[config.mk]
export PLATFORM = sky130hd
export DESIGN_NAME = rf_wb_arbiter_flat
export DESIGN_NICKNAME = d
export VERILOG_FILES = /design/src/rtl/rf_wb_arbiter_if.sv /design/src/rtl/rf_wb_arbiter.sv /design/src/flat_wrapper.sv
export SDC_FILE = /design/constraint.sdc
export NUM_CORES = 1
export LEC_CHECK = 0
export ABC_AREA = 0
export BUFFER_PORTS_ARGS = -buffer_cell sky130_fd_sc_hd__buf_4
export CORE_UTILIZATION = 35
export CTS_BUF_LIST = sky130_fd_sc_hd__clkbuf_4 sky130_fd_sc_hd__clkbuf_8
export CTS_CLUSTER_DIAMETER = 30
export DETAILED_ROUTE_END_ITERATION = 16
export PLACE_DENSITY_LB_ADDON = 0.3
export SKIP_CTS_REPAIR_TIMING = 1
export SYNTH_ARGS = -nofsm -noshare
export SYNTH_HDL_FRONTEND = slang
export SYNTH_SLANG_ARGS = --single-unit
[constraint.sdc]
create_clock -name rf_wb_arbiter_clk -period 4 [get_ports rf_wb_arbiter_clk]
set_input_delay 0.2 -clock rf_wb_arbiter_clk [delete_from_list [all_inputs] [get_ports rf_wb_arbiter_clk]]
set_output_delay 0.2 -clock rf_wb_arbiter_clk [all_outputs]
set_load 0.05 [all_outputs]
[src/rtl/rf_wb_arbiter_if.sv]
// Writeback bus between the three writeback sources and the register-file write port.
// Handshake: a source transfers when reqN_valid && reqN_ready in the same cycle; it holds
// valid/rdc/data stable until then, and ready is a same-cycle function of the inputs.
interface rf_wb_arbiter_if #(
   parameter int DATA_W = 32,
   parameter int ADDR_W = 5
);
   logic              flush;
   logic              req0_valid, req1_valid, req2_valid;
   logic [ADDR_W-1:0] req0_rdc, req1_rdc, req2_rdc;
   logic [DATA_W-1:0] req0_data, req1_data, req2_data;
   logic              req0_ready, req1_ready, req2_ready;
   logic              regfile_ena;
   logic              regfile_write;
   logic [ADDR_W-1:0] rdc;
   logic [DATA_W-1:0] rd;
   logic [1:0]        grant_id;

   modport master (
      output flush,
      output req0_valid, req1_valid, req2_valid,
      output req0_rdc, req1_rdc, req2_rdc,
      output req0_data, req1_data, req2_data,
      input  req0_ready, req1_ready, req2_ready,
      input  regfile_ena, regfile_write, rdc, rd, grant_id
   );

   modport slave (
      input  flush,
      input  req0_valid, req1_valid, req2_valid,
      input  req0_rdc, req1_rdc, req2_rdc,
      input  req0_data, req1_data, req2_data,
      output req0_ready, req1_ready, req2_ready,
      output regfile_ena, regfile_write, rdc, rd, grant_id
   );
endinterface

[src/rtl/rf_wb_arbiter.sv]
// Three-source writeback arbiter driving a registered register-file write port.
// Optional per-source stall counters are built when WB_ARB_PERF_EN is defined.
module rf_wb_arbiter #(
   parameter int DATA_W    = 32,
   parameter int ADDR_W    = 5,
   parameter int PRIO_MODE = 0,
   parameter int CNT_W     = 16
) (
   input  logic               rf_wb_arbiter_clk,
   input  logic               rf_wb_arbiter_rst_n,
   rf_wb_arbiter_if.slave     bus,
   output logic [1:0]         rr_ptr_dbg
`ifdef WB_ARB_PERF_EN
   ,
   output logic [CNT_W-1:0]   stall_cnt0,
   output logic [CNT_W-1:0]   stall_cnt1,
   output logic [CNT_W-1:0]   stall_cnt2
`endif
);

   logic [2:0]        valid;
   logic [2:0]        ready;
   logic              grant_vld;
   logic [1:0]        grant_idx;
   logic [1:0]        cand;
   logic [ADDR_W-1:0] sel_rdc;
   logic [DATA_W-1:0] sel_data;

   logic              regfile_ena_q, regfile_ena_d;
   logic              regfile_write_q, regfile_write_d;
   logic [ADDR_W-1:0] rdc_q, rdc_d;
   logic [DATA_W-1:0] rd_q, rd_d;
   logic [1:0]        grant_id_q, grant_id_d;
   logic [1:0]        rr_ptr_q, rr_ptr_d;

   assign valid = {bus.req2_valid, bus.req1_valid, bus.req0_valid};

   // Fixed priority is round-robin with the search always starting at source 0.
   always_comb begin
      grant_vld = 1'b0;
      grant_idx = 2'd0;
      cand      = (PRIO_MODE != 0) ? 2'd0 : rr_ptr_q;
      for (int i = 0; i < 3; i++) begin
         if (!grant_vld && !bus.flush && valid[cand]) begin
            grant_vld = 1'b1;
            grant_idx = cand;
         end
         cand = (cand == 2'd2) ? 2'd0 : cand + 2'd1;
      end
      ready = grant_vld ? (3'b001 << grant_idx) : 3'b000;
   end

   always_comb begin
      sel_rdc  = bus.req0_rdc;
      sel_data = bus.req0_data;
      case (grant_idx)
         2'd1: begin
            sel_rdc  = bus.req1_rdc;
            sel_data = bus.req1_data;
         end
         2'd2: begin
            sel_rdc  = bus.req2_rdc;
            sel_data = bus.req2_data;
         end
         default: ;
      endcase
   end

   // A grant to r0 still consumes the request and advances the pointer, but never writes.
   always_comb begin
      regfile_ena_d   = 1'b1;
      regfile_write_d = grant_vld && (sel_rdc != '0);
      rdc_d           = grant_vld ? sel_rdc : rdc_q;
      rd_d            = grant_vld ? sel_data : rd_q;
      grant_id_d      = grant_vld ? grant_idx : 2'd3;
      rr_ptr_d        = rr_ptr_q;
      if (bus.flush) begin
         rr_ptr_d = 2'd0;
      end else if (grant_vld && (PRIO_MODE == 0)) begin
         rr_ptr_d = (grant_idx == 2'd2) ? 2'd0 : grant_idx + 2'd1;
      end
   end

   always_ff @(posedge rf_wb_arbiter_clk or negedge rf_wb_arbiter_rst_n) begin
      if (!rf_wb_arbiter_rst_n) begin
         regfile_ena_q   <= 1'b0;
         regfile_write_q <= 1'b0;
         rdc_q           <= '0;
         rd_q            <= '0;
         grant_id_q      <= 2'd3;
         rr_ptr_q        <= 2'd0;
      end else begin
         regfile_ena_q   <= regfile_ena_d;
         regfile_write_q <= regfile_write_d;
         rdc_q           <= rdc_d;
         rd_q            <= rd_d;
         grant_id_q      <= grant_id_d;
         rr_ptr_q        <= rr_ptr_d;
      end
   end

   assign bus.req0_ready    = ready[0];
   assign bus.req1_ready    = ready[1];
   assign bus.req2_ready    = ready[2];
   assign bus.regfile_ena   = regfile_ena_q;
   assign bus.regfile_write = regfile_write_q;
   assign bus.rdc           = rdc_q;
   assign bus.rd            = rd_q;
   assign bus.grant_id      = grant_id_q;
   assign rr_ptr_dbg        = rr_ptr_q;

`ifdef WB_ARB_PERF_EN
   logic [CNT_W-1:0] stall_q [3];
   logic [CNT_W-1:0] stall_d [3];

   // Flush cycles count as stalls; counters saturate rather than wrap.
   always_comb begin
      for (int n = 0; n < 3; n++) begin
         stall_d[n] = stall_q[n];
         if (valid[n] && !ready[n] && (stall_q[n] != '1)) begin
            stall_d[n] = stall_q[n] + CNT_W'(1);
         end
      end
   end

   always_ff @(posedge rf_wb_arbiter_clk or negedge rf_wb_arbiter_rst_n) begin
      if (!rf_wb_arbiter_rst_n) begin
         for (int n = 0; n < 3; n++) stall_q[n] <= '0;
      end else begin
         for (int n = 0; n < 3; n++) stall_q[n] <= stall_d[n];
      end
   end

   assign stall_cnt0 = stall_q[0];
   assign stall_cnt1 = stall_q[1];
   assign stall_cnt2 = stall_q[2];
`endif

endmodule

[src/flat_wrapper.sv]
// flat-port wrapper written by rule: the top's interface ports become plain ports
module rf_wb_arbiter_flat 
#(
   parameter int DATA_W    = 32,
   parameter int ADDR_W    = 5,
   parameter int PRIO_MODE = 0,
   parameter int CNT_W     = 16
)
  (rf_wb_arbiter_clk, rf_wb_arbiter_rst_n, rr_ptr_dbg, bus_flush, bus_req0_valid, bus_req1_valid, bus_req2_valid, bus_req0_rdc, bus_req1_rdc, bus_req2_rdc, bus_req0_data, bus_req1_data, bus_req2_data, bus_req0_ready, bus_req1_ready, bus_req2_ready, bus_regfile_ena, bus_regfile_write, bus_rdc, bus_rd, bus_grant_id);
  rf_wb_arbiter_if #(.DATA_W(DATA_W), .ADDR_W(ADDR_W)) bus_i ();
  input  logic rf_wb_arbiter_clk;
  input  logic rf_wb_arbiter_rst_n;
  output logic [1:0] rr_ptr_dbg;
  input wire logic [$bits(bus_i.flush)-1:0] bus_flush;
  input wire logic [$bits(bus_i.req0_valid)-1:0] bus_req0_valid;
  input wire logic [$bits(bus_i.req1_valid)-1:0] bus_req1_valid;
  input wire logic [$bits(bus_i.req2_valid)-1:0] bus_req2_valid;
  input wire logic [$bits(bus_i.req0_rdc)-1:0] bus_req0_rdc;
  input wire logic [$bits(bus_i.req1_rdc)-1:0] bus_req1_rdc;
  input wire logic [$bits(bus_i.req2_rdc)-1:0] bus_req2_rdc;
  input wire logic [$bits(bus_i.req0_data)-1:0] bus_req0_data;
  input wire logic [$bits(bus_i.req1_data)-1:0] bus_req1_data;
  input wire logic [$bits(bus_i.req2_data)-1:0] bus_req2_data;
  output wire logic [$bits(bus_i.req0_ready)-1:0] bus_req0_ready;
  output wire logic [$bits(bus_i.req1_ready)-1:0] bus_req1_ready;
  output wire logic [$bits(bus_i.req2_ready)-1:0] bus_req2_ready;
  output wire logic [$bits(bus_i.regfile_ena)-1:0] bus_regfile_ena;
  output wire logic [$bits(bus_i.regfile_write)-1:0] bus_regfile_write;
  output wire logic [$bits(bus_i.rdc)-1:0] bus_rdc;
  output wire logic [$bits(bus_i.rd)-1:0] bus_rd;
  output wire logic [$bits(bus_i.grant_id)-1:0] bus_grant_id;
  assign bus_i.flush = bus_flush;
  assign bus_i.req0_valid = bus_req0_valid;
  assign bus_i.req1_valid = bus_req1_valid;
  assign bus_i.req2_valid = bus_req2_valid;
  assign bus_i.req0_rdc = bus_req0_rdc;
  assign bus_i.req1_rdc = bus_req1_rdc;
  assign bus_i.req2_rdc = bus_req2_rdc;
  assign bus_i.req0_data = bus_req0_data;
  assign bus_i.req1_data = bus_req1_data;
  assign bus_i.req2_data = bus_req2_data;
  assign bus_req0_ready = bus_i.req0_ready;
  assign bus_req1_ready = bus_i.req1_ready;
  assign bus_req2_ready = bus_i.req2_ready;
  assign bus_regfile_ena = bus_i.regfile_ena;
  assign bus_regfile_write = bus_i.regfile_write;
  assign bus_rdc = bus_i.rdc;
  assign bus_rd = bus_i.rd;
  assign bus_grant_id = bus_i.grant_id;
  rf_wb_arbiter #(.DATA_W(DATA_W), .ADDR_W(ADDR_W), .PRIO_MODE(PRIO_MODE), .CNT_W(CNT_W)) u_core (.rf_wb_arbiter_clk(rf_wb_arbiter_clk), .rf_wb_arbiter_rst_n(rf_wb_arbiter_rst_n), .bus(bus_i), .rr_ptr_dbg(rr_ptr_dbg));
endmodule
==> metrics.cfg <==
[power]
vdd_ir_drop_max_v = 0.000198
power_density_mw_per_mm2 = 398
switchingPower_mw = 0.566
power_frac_clock_pct = 23.5
switching_share_pct = 38.8
p_comb_share_pct = 40.2
p_int_mw = 0.892
power.leakage_nw = 1.79
power_frac_seq_pct = 36.3

[grt]
first_global_vias = 2453
grt_pass1_wl_um = 11700
grt_use_total_pct = 20.9
antenna_found_initial = 0
grt_remaining_overflow = 0
grt_max_degree = 48

[sta]
max_freq_ghz = 0.341
period_share_pct = 73.3
finalHoldViolCount = 0
fin_setup_tns_ps = 0
fin_crit_ps = 2930
drv_slew = 0
worst_pin_slew_ps = 770
slew_headroom_pct = 48.6
finalSetupViolations = 0
holdWs_ps = 98.1
rsz0062_at_grt = no
finClkSkew_ps = 7.00

[floorplanning]
core_sq_mm = 0.00639
die_w_um = 83.6
rows = 29
dieArea_sq_mm = 0.00698
initial_core_util_pct = 36.5
pin_count = 163
die-height_um = 83.6

[logic_synthesis]
synthTopCellsByCount = nand2_1, o21ai_0, dfrtp_1
yosysUniqueCellTypes = 24
syn_inst = 280
ys_seq_elements = 43
yosysMostFrequentCell = nand2_1
syn_nets = 400
syn_avg_cell_area_sq_um = 8.32
synth_top_area_share_pct = 44.1
seq_area_frac_synth_pct = 46.3
syn_area_sq_mm = 0.00233
synth-main-ff-cell = dfrtp_1
ys_warn_count = 0
synth_edf_count = 0
yosys.area.top_type = dfrtp_1
yosys-top-cells-area = dfrtp_1, nand2_1, a22oi_1
async_flop_share_pct = 100

[worst_setup_path]
r2r-start = u_core.rr_ptr_dbg[1]
slowest_stage = ha_1
cp-end-kind = primary output
reg2reg_depth = 8
critPathLaunchType = flip-flop
r2r_setup_slack_ps = 1330
critPathArrivalTime_ps = 2730
r2r_end = u_core.bus.regfile_write
slowest_delay_ps = 750
crit_cells = 8
critPathBufInv = 4
worstPathRequired_ps = 3800
path_class = reg -> out
cp_top_family = adder cells
cp_max_fo = 20
crit_chain = inv_1, a21oi_1, o21ai_0, ha_1, buf_4, nand2_1, inv_1, buf_4

[drt]
drt_iter0_drc = 97
postRouteAntennaNets = 0
wl_um = 7090
dr.pass1.iters = 4
routedWlPerCell_um = 13.9
drc = 0
vias_per_cell = 4.87
vias = 2474

[cells_and_area]
n_antenna_cell = 0
instances_no_fill = 508
fill_cells = 625
drive_gt1_share_pct = 41.5
layout.nets = 550
area_delta_synth_final_pct = 57.2

[hold_path]
whs_endpoint = u_core.rr_ptr_dbg[0]
hold_start = bus_flush
hold_path.class = in -> reg
holdPathStages = 2

[place]
dp_hpwl_um = 5270
dp.cells = 499
gp_congestion = 0.757
port_buffers = 162

[clock_network]
clk_path_buf_depth = 2
clock_latency_ps = 300
numCtsBuffers = 5
clock_sinks = 43
cts_root_buf = clkbuf_8
cts_tree = built
clk_pin_slew_ps = 80
h-tree-depth = 2

[run]
maxCapViolCount = 0

[outcome]
status = complete, no violations

==> cell families (layout without fill, tap and decap cells) <==
logic type | count (synthesis) | after routing | share of synthesized area (%)
other | 1 | 1 | 0.161
flip-flops | 43 | 43 | 46.3
AO/OA/AOI/OAI | 118 | 118 | 30.3
AND/OR/NAND/NOR | 82 | 82 | 13.4
adder cells (fa/ha/maj) | 3 | 3 | 1.61
multiplexers | 3 | 3 | 1.29
buffers and inverters | 30 | 181 | 6.88
==> final cells by class <==
class	instances	area, sq um	area share [%]
clock buffers	5	68.8	1.88
clock inverters	3	43.8	1.20
inverters	6	22.5	0.615
multi-input cells	207	1090	29.9
flip-flops and latches	43	1080	29.5
well taps	77	96.3	2.63
repair buffers	167	1260	34.3
==> per-layer routing <==
layer	wire length (um)	up-vias	track usage, %
met2	3670	77	36.9
met3	377	8	3.86
met4	129	0	8.01
met5	0	-	0
li1	-	1275	-
met1	2910	1114	25.1
==> registers in the layout, summed over array words and instances (netlist names) <==
signal and count:
u_core.bus.rdc 5, u_core.rr_ptr_dbg 2, u_core.bus.grant_id 2, u_core.bus.rd 32, u_core.bus.regfile_write 1, u_core.bus.regfile_ena 1
==> power groups by stage <==
stage	Clock [mW]	Combinational, mW	Sequential, mW
2_1_floorplan	0	0.141	0.755
3_3_place_gp	0	0.581	0.536
3_5_place_dp	0	0.590	0.539
4_1_cts	0.354	0.590	0.530
5_1_grt	0.372	0.627	0.539
6_report	0.343	0.585	0.530
==> worst max-delay path by stage <==
stage	end	startpoint
finish	bus_req1_ready	u_core.rr_ptr_dbg[0]
global route	bus_req1_ready	u_core.rr_ptr_dbg[0]
CTS	bus_req1_ready	u_core.rr_ptr_dbg[0]
detailed placement	u_core.bus.rd[24]	u_core.rr_ptr_dbg[0]
global placement	u_core.bus.regfile_write	u_core.rr_ptr_dbg[1]
floorplan	bus_req2_ready	u_core.rr_ptr_dbg[1]
==> per-stage QoR <==
| step | power [mW] | utilization, % | worst slack, ps | cell area, sq um |
|---|---|---|---|---|
| 3_5_place_dp | 1.13 | 55.4 | 1320 | 3540 |
| 3_3_place_gp | 1.12 | 55.4 | 1440 | 3540 |
| 2_1_floorplan | 0.896 | - | 1680 | 2330 |
| 5_1_grt | 1.54 | 57.3 | 773 | 3660 |
| 6_report | 1.46 | 57.3 | 1070 | 3660 |
| 4_1_cts | 1.47 | 57.2 | 1020 | 3650 |
==> cells in the final DEF, fill, tap and decap left out, types with 2 or more instances in the layout <==
master	Yosys	final
buf_4	0	166
nand2_1	78	78
o21ai_0	42	42
dfrtp_1	41	41
a22oi_1	34	34
o21ai_1	30	30
inv_1	6	6
a21oi_1	5	5
clkbuf_8	0	5
a22o_1	3	3
mux2i_1	3	3
nor2_1	2	2
ha_1	3	2
dfstp_2	2	2
Note: power is estimated with default switching activity, not from simulation.
